--- src/rtl/rf_pkg.sv ---
// ---------------------------------------------------------------------------
// rf_pkg
// Shared definitions for the register-file write queue.
//   AWL_DEF   : default register address width
//   DWL_DEF   : default register data width
//   DEPTH_DEF : default number of queue entries (power of two, >= 2)
//   rf_entry_t: one queued write (address, data) at the default widths
// ---------------------------------------------------------------------------
package rf_pkg;

    localparam int AWL_DEF   = 5;
    localparam int DWL_DEF   = 32;
    localparam int DEPTH_DEF = 4;

    typedef struct packed {
        logic [AWL_DEF-1:0] addr;
        logic [DWL_DEF-1:0] data;
    } rf_entry_t;

endpackage

--- src/rtl/rf_write_queue_if.sv ---
// ---------------------------------------------------------------------------
// rf_write_queue_if
// Bundles every non-clock/reset signal of the register-file write queue.
//   master modport : writeback stage / register file / decode side
//                    (drives WRV, WRA, WRD, HOLD, LKA1, LKA2)
//   slave modport  : the queue itself
//                    (drives WRRDY, RFWE, RFWA, RFWD, LKHIT1/2, LKD1/2, COUNT)
// ---------------------------------------------------------------------------
interface rf_write_queue_if
    import rf_pkg::*;
#(
    parameter int AWL   = AWL_DEF,
    parameter int DWL   = DWL_DEF,
    parameter int DEPTH = DEPTH_DEF
);

    localparam int CW = $clog2(DEPTH) + 1;

    logic           WRV;
    logic [AWL-1:0] WRA;
    logic [DWL-1:0] WRD;
    logic           WRRDY;
    logic           HOLD;
    logic           RFWE;
    logic [AWL-1:0] RFWA;
    logic [DWL-1:0] RFWD;
    logic [AWL-1:0] LKA1;
    logic [AWL-1:0] LKA2;
    logic           LKHIT1;
    logic           LKHIT2;
    logic [DWL-1:0] LKD1;
    logic [DWL-1:0] LKD2;
    logic [CW-1:0]  COUNT;

    modport master (
        output WRV, WRA, WRD, HOLD, LKA1, LKA2,
        input  WRRDY, RFWE, RFWA, RFWD, LKHIT1, LKHIT2, LKD1, LKD2, COUNT
    );

    modport slave (
        input  WRV, WRA, WRD, HOLD, LKA1, LKA2,
        output WRRDY, RFWE, RFWA, RFWD, LKHIT1, LKHIT2, LKD1, LKD2, COUNT
    );

endinterface

--- src/rtl/rf_wq_lookup.sv ---
// ---------------------------------------------------------------------------
// rf_wq_lookup
// Searches the queued entries for a pending write to one lookup address and
// returns the data of the youngest match.
//   entryAddr_i : address field of every storage slot
//   entryData_i : data field of every storage slot
//   head_i      : slot index of the oldest valid entry
//   count_i     : number of valid entries
//   lkAddr_i    : address being looked up (address 0 never hits)
//   hit_o       : a valid entry matches lkAddr_i
//   data_o      : data of the youngest matching entry, else 0
// ---------------------------------------------------------------------------
module rf_wq_lookup
    import rf_pkg::*;
#(
    parameter int AWL   = AWL_DEF,
    parameter int DWL   = DWL_DEF,
    parameter int DEPTH = DEPTH_DEF
) (
    input  logic [DEPTH-1:0][AWL-1:0]   entryAddr_i,
    input  logic [DEPTH-1:0][DWL-1:0]   entryData_i,
    input  logic [$clog2(DEPTH)-1:0]    head_i,
    input  logic [$clog2(DEPTH):0]      count_i,
    input  logic [AWL-1:0]              lkAddr_i,
    output logic                        hit_o,
    output logic [DWL-1:0]              data_o
);

    localparam int PW = $clog2(DEPTH);
    localparam int CW = PW + 1;

    logic [PW-1:0] slotIdx;

    // Walk from oldest to youngest so a later match overrides an earlier
    // one, leaving the youngest matching entry's data on the output.
    always_comb begin
        hit_o   = 1'b0;
        data_o  = '0;
        slotIdx = '0;
        for (int k = 0; k < DEPTH; k++) begin
            slotIdx = head_i + PW'(k);
            if ((CW'(k) < count_i) && (lkAddr_i != '0) &&
                (entryAddr_i[slotIdx] == lkAddr_i)) begin
                hit_o  = 1'b1;
                data_o = entryData_i[slotIdx];
            end
        end
    end

endmodule

--- src/rtl/rf_write_queue.sv ---
// ---------------------------------------------------------------------------
// rf_write_queue
// Small FIFO that buffers writeback-stage register writes and drains them
// into the register file write port whenever that port is free.
//   CLK    : clock, all state changes on its rising edge
//   RST_N  : asynchronous active-low reset, empties the queue immediately
//   bus    : rf_write_queue_if.slave
//            WRV/WRA/WRD/WRRDY : request handshake from writeback
//            HOLD              : register file port busy, stop draining
//            RFWE/RFWA/RFWD    : register file write port (head entry)
//            LKA1/2, LKHIT1/2, LKD1/2 : pending-write lookup for decode
//            COUNT             : number of valid entries
// Configuration macro RF_WRITE_QUEUE_LOOKUP_EN: when defined, the lookup
// logic is built; otherwise LKHIT1/2 and LKD1/2 are tied to 0.
// ---------------------------------------------------------------------------
module rf_write_queue
    import rf_pkg::*;
#(
    parameter int AWL   = AWL_DEF,
    parameter int DWL   = DWL_DEF,
    parameter int DEPTH = DEPTH_DEF
) (
    input  logic             CLK,
    input  logic             RST_N,
    rf_write_queue_if.slave  bus
);

    localparam int PW = $clog2(DEPTH);
    localparam int CW = PW + 1;

    logic [DEPTH-1:0][AWL-1:0] addrMem_q;
    logic [DEPTH-1:0][DWL-1:0] dataMem_q;
    logic [PW-1:0]             head_q, head_d;
    logic [PW-1:0]             tail_q, tail_d;
    logic [CW-1:0]             count_q, count_d;

    logic wrRdy;
    logic pushEn;
    logic popEn;

    // Writes to register 0 complete the handshake but are dropped, since
    // that register is hard-wired and would only waste a slot.
    assign wrRdy  = (count_q < CW'(DEPTH));
    assign pushEn = bus.WRV & wrRdy & (bus.WRA != '0);
    assign popEn  = (count_q != '0) & ~bus.HOLD;

    // Pointers wrap naturally because their width is exactly log2(DEPTH).
    always_comb begin
        head_d  = popEn  ? head_q + PW'(1) : head_q;
        tail_d  = pushEn ? tail_q + PW'(1) : tail_q;
        count_d = count_q + CW'(pushEn) - CW'(popEn);
    end

    always_ff @(posedge CLK or negedge RST_N) begin
        if (!RST_N) begin
            head_q    <= '0;
            tail_q    <= '0;
            count_q   <= '0;
            addrMem_q <= '0;
            dataMem_q <= '0;
        end else begin
            head_q  <= head_d;
            tail_q  <= tail_d;
            count_q <= count_d;
            if (pushEn) begin
                addrMem_q[tail_q] <= bus.WRA;
                dataMem_q[tail_q] <= bus.WRD;
            end
        end
    end

    // The write port shows the head entry combinationally so a request
    // accepted on one edge is written on the very next edge.
    assign bus.WRRDY = wrRdy;
    assign bus.RFWE  = popEn;
    assign bus.RFWA  = (count_q != '0) ? addrMem_q[head_q] : '0;
    assign bus.RFWD  = (count_q != '0) ? dataMem_q[head_q] : '0;
    assign bus.COUNT = count_q;

`ifdef RF_WRITE_QUEUE_LOOKUP_EN
    rf_wq_lookup #(
        .AWL   (AWL),
        .DWL   (DWL),
        .DEPTH (DEPTH)
    ) u_lookup1 (
        .entryAddr_i (addrMem_q),
        .entryData_i (dataMem_q),
        .head_i      (head_q),
        .count_i     (count_q),
        .lkAddr_i    (bus.LKA1),
        .hit_o       (bus.LKHIT1),
        .data_o      (bus.LKD1)
    );

    rf_wq_lookup #(
        .AWL   (AWL),
        .DWL   (DWL),
        .DEPTH (DEPTH)
    ) u_lookup2 (
        .entryAddr_i (addrMem_q),
        .entryData_i (dataMem_q),
        .head_i      (head_q),
        .count_i     (count_q),
        .lkAddr_i    (bus.LKA2),
        .hit_o       (bus.LKHIT2),
        .data_o      (bus.LKD2)
    );
`else
    // Lookup addresses are deliberately ignored in this build.
    logic unusedLookup;
    assign unusedLookup = ^{bus.LKA1, bus.LKA2};

    assign bus.LKHIT1 = 1'b0;
    assign bus.LKHIT2 = 1'b0;
    assign bus.LKD1   = '0;
    assign bus.LKD2   = '0;
`endif

endmodule

--- src/flat_wrapper.sv ---
// flat-port wrapper written by rule: the top's interface ports become plain ports
module rf_write_queue_flat import rf_pkg::*;
#(
    parameter int AWL   = AWL_DEF,
    parameter int DWL   = DWL_DEF,
    parameter int DEPTH = DEPTH_DEF
)
  (CLK, RST_N, bus_WRV, bus_WRA, bus_WRD, bus_HOLD, bus_LKA1, bus_LKA2, bus_WRRDY, bus_RFWE, bus_RFWA, bus_RFWD, bus_LKHIT1, bus_LKHIT2, bus_LKD1, bus_LKD2, bus_COUNT);
  rf_write_queue_if #(.AWL(AWL), .DWL(DWL), .DEPTH(DEPTH)) bus_i ();
  input  logic CLK;
  input  logic RST_N;
  input wire logic [$bits(bus_i.WRV)-1:0] bus_WRV;
  input wire logic [$bits(bus_i.WRA)-1:0] bus_WRA;
  input wire logic [$bits(bus_i.WRD)-1:0] bus_WRD;
  input wire logic [$bits(bus_i.HOLD)-1:0] bus_HOLD;
  input wire logic [$bits(bus_i.LKA1)-1:0] bus_LKA1;
  input wire logic [$bits(bus_i.LKA2)-1:0] bus_LKA2;
  output wire logic [$bits(bus_i.WRRDY)-1:0] bus_WRRDY;
  output wire logic [$bits(bus_i.RFWE)-1:0] bus_RFWE;
  output wire logic [$bits(bus_i.RFWA)-1:0] bus_RFWA;
  output wire logic [$bits(bus_i.RFWD)-1:0] bus_RFWD;
  output wire logic [$bits(bus_i.LKHIT1)-1:0] bus_LKHIT1;
  output wire logic [$bits(bus_i.LKHIT2)-1:0] bus_LKHIT2;
  output wire logic [$bits(bus_i.LKD1)-1:0] bus_LKD1;
  output wire logic [$bits(bus_i.LKD2)-1:0] bus_LKD2;
  output wire logic [$bits(bus_i.COUNT)-1:0] bus_COUNT;
  assign bus_i.WRV = bus_WRV;
  assign bus_i.WRA = bus_WRA;
  assign bus_i.WRD = bus_WRD;
  assign bus_i.HOLD = bus_HOLD;
  assign bus_i.LKA1 = bus_LKA1;
  assign bus_i.LKA2 = bus_LKA2;
  assign bus_WRRDY = bus_i.WRRDY;
  assign bus_RFWE = bus_i.RFWE;
  assign bus_RFWA = bus_i.RFWA;
  assign bus_RFWD = bus_i.RFWD;
  assign bus_LKHIT1 = bus_i.LKHIT1;
  assign bus_LKHIT2 = bus_i.LKHIT2;
  assign bus_LKD1 = bus_i.LKD1;
  assign bus_LKD2 = bus_i.LKD2;
  assign bus_COUNT = bus_i.COUNT;
  rf_write_queue #(.AWL(AWL), .DWL(DWL), .DEPTH(DEPTH)) u_core (.CLK(CLK), .RST_N(RST_N), .bus(bus_i));
endmodule
--- config.mk ---
export PLATFORM = sky130hd
export DESIGN_NAME = rf_write_queue_flat
export DESIGN_NICKNAME = d
export VERILOG_FILES = /design/src/rtl/rf_pkg.sv /design/src/rtl/rf_write_queue_if.sv /design/src/rtl/rf_wq_lookup.sv /design/src/rtl/rf_write_queue.sv /design/src/flat_wrapper.sv
export SDC_FILE = /design/constraint.sdc
export NUM_CORES = 1
export LEC_CHECK = 0
export CORE_ASPECT_RATIO = 2
export CORE_UTILIZATION = 39
export DETAILED_ROUTE_END_ITERATION = 16
export PLACE_DENSITY = 0.63
export RECOVER_POWER = 25
export SYNTH_ARGS = -nofsm -noshare
export SYNTH_HDL_FRONTEND = slang
export SYNTH_HIERARCHICAL = 1
export SYNTH_SLANG_ARGS = --single-unit
--- constraint.sdc ---
create_clock -name CLK -period 2.7 [get_ports CLK]
set_input_delay 0.54 -clock CLK [delete_from_list [all_inputs] [get_ports CLK]]
set_output_delay 0.54 -clock CLK [all_outputs]
set_load 0.02 [all_outputs]
# Word level (Yosys, flattened, before mapping)

Index checks and enable logic that the tools add are counted.

$lt $le $gt $ge: 4
Bitwise operators: 4
Reduce and logical (&&, ||, !) cells: 3
Add/sub/neg operators: 4
Muxes and demuxes: 12

Operator list:

| operator                                                           | count |
|---|---|
| bitwise mux 128 bit                                                | 1 |
| two-way mux 32 bit                                                 | 3 |
| binary-select mux 32 bit (select 2 bit)                            | 1 |
| demux 32 bit (select 2 bit)                                        | 1 |
| bitwise mux 20 bit                                                 | 1 |
| two-way mux 5 bit                                                  | 3 |
| binary-select mux 5 bit (select 2 bit)                             | 1 |
| demux 5 bit (select 2 bit)                                         | 1 |
| < comparator 2 x 3 -> 1 bit (second input constant)                | 2 |
| nonzero test 5 bit                                                 | 1 |
| adder 2 x 1 -> 2 bit (second input constant)                       | 2 |
| adder 3 x 1 -> 3 bit                                               | 1 |
| AND 1 bit                                                          | 3 |
| < comparator 3 bit (second input constant)                         | 1 |
| nonzero test 3 bit                                                 | 1 |
| subtractor 3 x 1 -> 3 bit                                          | 1 |
| greater-or-equal comparator 2 x 1 -> 1 bit (second input constant) | 1 |
| logical AND 1 bit                                                  | 1 |
| inverter 1 bit                                                     | 1 |

Logic and storage cells: 38
Register bits: 155

# Logic depth before layout (Yosys ltp)

Depth after elaboration: 5
Gate-level depth with buffers: 9

# Worst setup path before layout

No wires, ideal clock.

Path type: flip-flop to flip-flop
Start: register u_core.count_q[2] (netlist: u_core/bus.COUNT[2])
End: register u_core.count_q[2] (netlist: u_core/bus.COUNT[2])
Slack: 172 ps
Cell stages (with the launch flop): 10
Required time: 2,571 ps
Arrival: 2,399 ps
Setup time: 129 ps
Period minus slack after synthesis: 2,528 ps
Path through: dfrtp_1 nor3_1 clkbuf_1 nor2_1 ha_1 inv_1 ha_1 fa_1 xnor2_1 xnor2_1

Elaborated cells on any way between the ends: 7

RTL lines:

| what                      | RTL line             | text |
|---|---|---|
| from (decl)               | rf_write_queue.sv:35 | `logic [CW-1:0] count_q, count_d;` |
| from (signal assigned)    | rf_write_queue.sv:64 | `count_q <= count_d;` |
| nonzero test 3 bit        | rf_write_queue.sv:45 | `assign popEn = (count_q != '0) & ~bus.HOLD;` |
| AND 1 bit                 | rf_write_queue.sv:45 |  |
| net bus_RFWE              | flat_wrapper.sv:19   | `output wire logic [$bits(bus_i.RFWE)-1:0] bus_RFWE;` |
| subtractor 3 x 1 -> 3 bit | rf_write_queue.sv:51 | `count_d = count_q + CW'(pushEn) - CW'(popEn);` |
| net u_core.count_d[2]     | rf_write_queue.sv:35 |  |

The timed path passes the listed nets, and every way through them passes these cells.
A chain may end at the register's enable or synchronous reset.

# Worst setup path after layout

Start: register u_core.head_q[0]
End: output bus_RFWD[27]

Word-level cells in the longest chain between the ends: 3

RTL lines:

| what                                     | RTL line             | text |
|---|---|---|
| from (decl)                              | rf_write_queue.sv:33 | `logic [PW-1:0] head_q, head_d;` |
| from (signal assigned)                   | rf_write_queue.sv:56 | `head_q <= '0;` |
| from (signal assigned)                   | rf_write_queue.sv:62 | `head_q <= head_d;` |
| binary-select mux 32 bit (select 2 bit)  | rf_write_queue.sv:77 | `assign bus.RFWD = (count_q != '0) ? dataMem_q[head_q] : '0;` |
| two-way mux 32 bit (implied by the code) | rf_write_queue.sv:77 |  |
| two-way mux 32 bit                       | rf_write_queue.sv:77 |  |
| to (decl)                                | flat_wrapper.sv:21   | `output wire logic [$bits(bus_i.RFWD)-1:0] bus_RFWD;` |

Every way passes these cells. The select of a mux whose other input is x is not followed.

==> results.cfg <==
[die]
rows = 74
core-area_sq_mm = 0.0204
die_w_um = 104
start_util_pct = 39.8
die_y_um = 206
die_area_sq_mm = 0.0214
io_pins = 159

[grt]
grt_max_degree = 62
antenna_found_initial = 0
grt_overflow_total = 0
grt_pass1_wl_mm = 28.9
grt_pass1_vias = 5049
grt_usage_pct = 17.9

[clock_tree]
clk_latency_ns = 0.42
cts_buffers = 17
cts_tree = yes
cts_root_buffer = clkbuf_16
cts.sinks = 155
clkSlewWorstSetupHoldPaths_ns = 0.06
clockBufferDepth = 2
htreeDepth = 4
holdBufCountCts = 0

[timing]
fin_crit_ns = 2.61
finClkSkew_ns = 0.00916
slew_violations = 60
rsz0062_at_grt = false
fmax_ghz = 0.383
finalHoldWorstSlack_ns = 0.498
worst_pin_slew_ns = 1.60
period_share_pct = 96.8
setup_violations = 0
hold_viol = 0
slew_headroom_pct = -6.61

[logic_synthesis]
syn-mean-instance-area_sq_um = 15.8
syn_area_sq_mm = 0.00811
seq_area_frac_synth_pct = 47.8
netlist_instances = 512
ys_seq_elements = 155
async_flop_share_pct = 100
ys_warn_count = 6
ys_dominant_reg_cell = dfrtp_1
synth_edf_count = 0
netlist-cell-type-count = 28

[run_status]
violations = max-capacitance violations, max-slew violations
outcome = finished, violations left

[critical_path]
worstPathRequired_ns = 2.16
cp-end-kind = primary output
worstPathArrival_ns = 2.07
cp_max_fo = 15
setup.worst_path.class = reg2out
critPathLaunchType = flop

[run]
drv_cap = 1

[min_path]
min_path_type = reg2reg

[routing]
drc = 0
vias = 4424
wl_mm = 17.9
routedWlPerCell_um = 20.1
via_per_inst = 4.95
drt_iter0_markers = 161
first_pass_iters = 4
final_antenna_net_count = 0

[layout]
multiInputGateArea_sq_mm = 0.00374
seq_area_sq_mm = 0.00388
drive_above_1_share_pct = 40.3
nFillCells = 1763
final_cells = 893
nets = 671
syn2layout_area_growth_pct = 21.2
utilization_pct = 48.2

[place]
place.gp.congestion = 0.808
numPortBuffers = 82
dp.final_hpwl_mm = 11.8
placedCellCount = 856

[power_and_ir_drop]
ir_drop_mv = 0.679
leakage_nw = 4.47
power_density_mw_per_mm2 = 1370
[flip-flops by register name, summed over array words and instances (netlist names)]
register,cells
u_core/tail_q,2
u_core/dataMem_q,128
u_core/bus.COUNT,3
u_core/addrMem_q,20
u_core/head_q,2
[placed cells by master, fill, tap and decap left out, types with 2 or more instances in the layout]
cell	count
a21boi_4	4
a22o_1	16
a22o_2	4
and3b_1	4
buf_12	15
buf_16	2
buf_2	11
buf_4	13
bufinv_16	6
clkbuf_1	3
clkbuf_16	17
clkdlybuf4s50_1	44
clkinvlp_4	3
conb_1	66
dfrtp_1	153
dlygate4sd2_1	24
ha_1	6
inv_1	7
mux2_2	9
mux2_4	120
mux4_2	37
nor2b_1	37
o21ai_1	4
xnor2_1	3
xor2_1	2
[cells in the mapped netlist (3+ instances only)]
cell type  number  area share (%)
clkbuf_1        5            0.23
buf_2           9            0.56
xnor2_1         3            0.32
a22o_1         16             1.7
a21boi_4        4            0.93
mux2_4        120              22
mux4_2         37              10
nor2b_1        37             2.9
buf_6          12             1.7
buf_4          68             6.3
a22o_2          4            0.49
dfrtp_1       155              48
and3b_1         4            0.43
inv_1           7            0.32
o21ai_1         4            0.25
mux2_2          9             1.3
ha_1            6            0.93
[critical path: stages (launching register included)]
cell and delay (ns):
dfrtp_2 0.42, buf_12 0.19, mux4_2 0.50, nor2b_1 0.18, dlygate4sd2_1 0.34
[logic make-up after synthesis]
group / Yosys count / synth area share [%]
AO/OA/AOI/OAI: 29 / 3.52
XOR/XNOR: 5 / 0.540
adder cells (fa/ha/maj): 7 / 1.17
buffers and inverters: 101 / 9.08
flip-flops: 155 / 47.8
multiplexers: 166 / 33.8
other: 1 / 0.0463
AND/OR/NAND/NOR: 48 / 4.04
[per-stage QoR]
stage	power, mW	setup WS (ns)	instance area (sq um)	setup TNS, ns
after floorplan	8.72	0.172	8350	0
after global placement	10.8	-0.0923	9170	-0.0923
after detailed placement	11.1	-0.152	9170	-0.164
after global routing	14.2	0.0163	9820	0
after CTS	13.7	0.00147	9870	0
final	13.5	0.0870	9830	0
[timing repair]
item,4_1_cts,5_1_grt
setup buffers,2,0
endpoints found under the setup margin,37,7
resized for setup,71,7
cloned,2,0
[per-layer routing]
| metal | up-vias | wire length (um) | global-route usage (%) | share of wire, % |
|---|---|---|---|---|
| met5 | - | 0 | 0 | 0 |
| met4 | 0 | 680 | 9.59 | 3.8 |
| met3 | 38 | 677 | 3.85 | 3.8 |
| met2 | 156 | 9750 | 32.4 | 54 |
| met1 | 2331 | 6830 | 19.5 | 38 |
| li1 | 1899 | - | - | - |
[report_power, final]
part	internal (mW)	switching (mW)
Sequential	3.51	0.754
Combinational	3.74	2.73
Clock	1.76	0.962
[final timing paths]
check,from,endpoint,slack [ns],cells after the start
min in group asynchronous,RST_N,u_core/dataMem_q[37],0.51,1
max in group asynchronous,RST_N,u_core/dataMem_q[85],1.14,2
hold / removal,u_core/addrMem_q[11],u_core/addrMem_q[11],0.50,1
setup / recovery,u_core/head_q[0],bus_RFWD[27],0.09,4
hold reg to reg,u_core/addrMem_q[11],u_core/addrMem_q[11],0.50,1
setup reg to reg,u_core/bus.COUNT[2],u_core/bus.COUNT[2],0.44,8
[layout make-up]
class,count,area share (%)
flip-flops and latches,155,39.5
multi-input cells,321,38.1
repair buffers,111,11.9
clock buffers,21,4.58
well taps,266,3.39
clock inverters,11,2.20
inverters,7,0.267
diodes,1,0.0255
No activity file was read; power rests on OpenSTA's default activity.
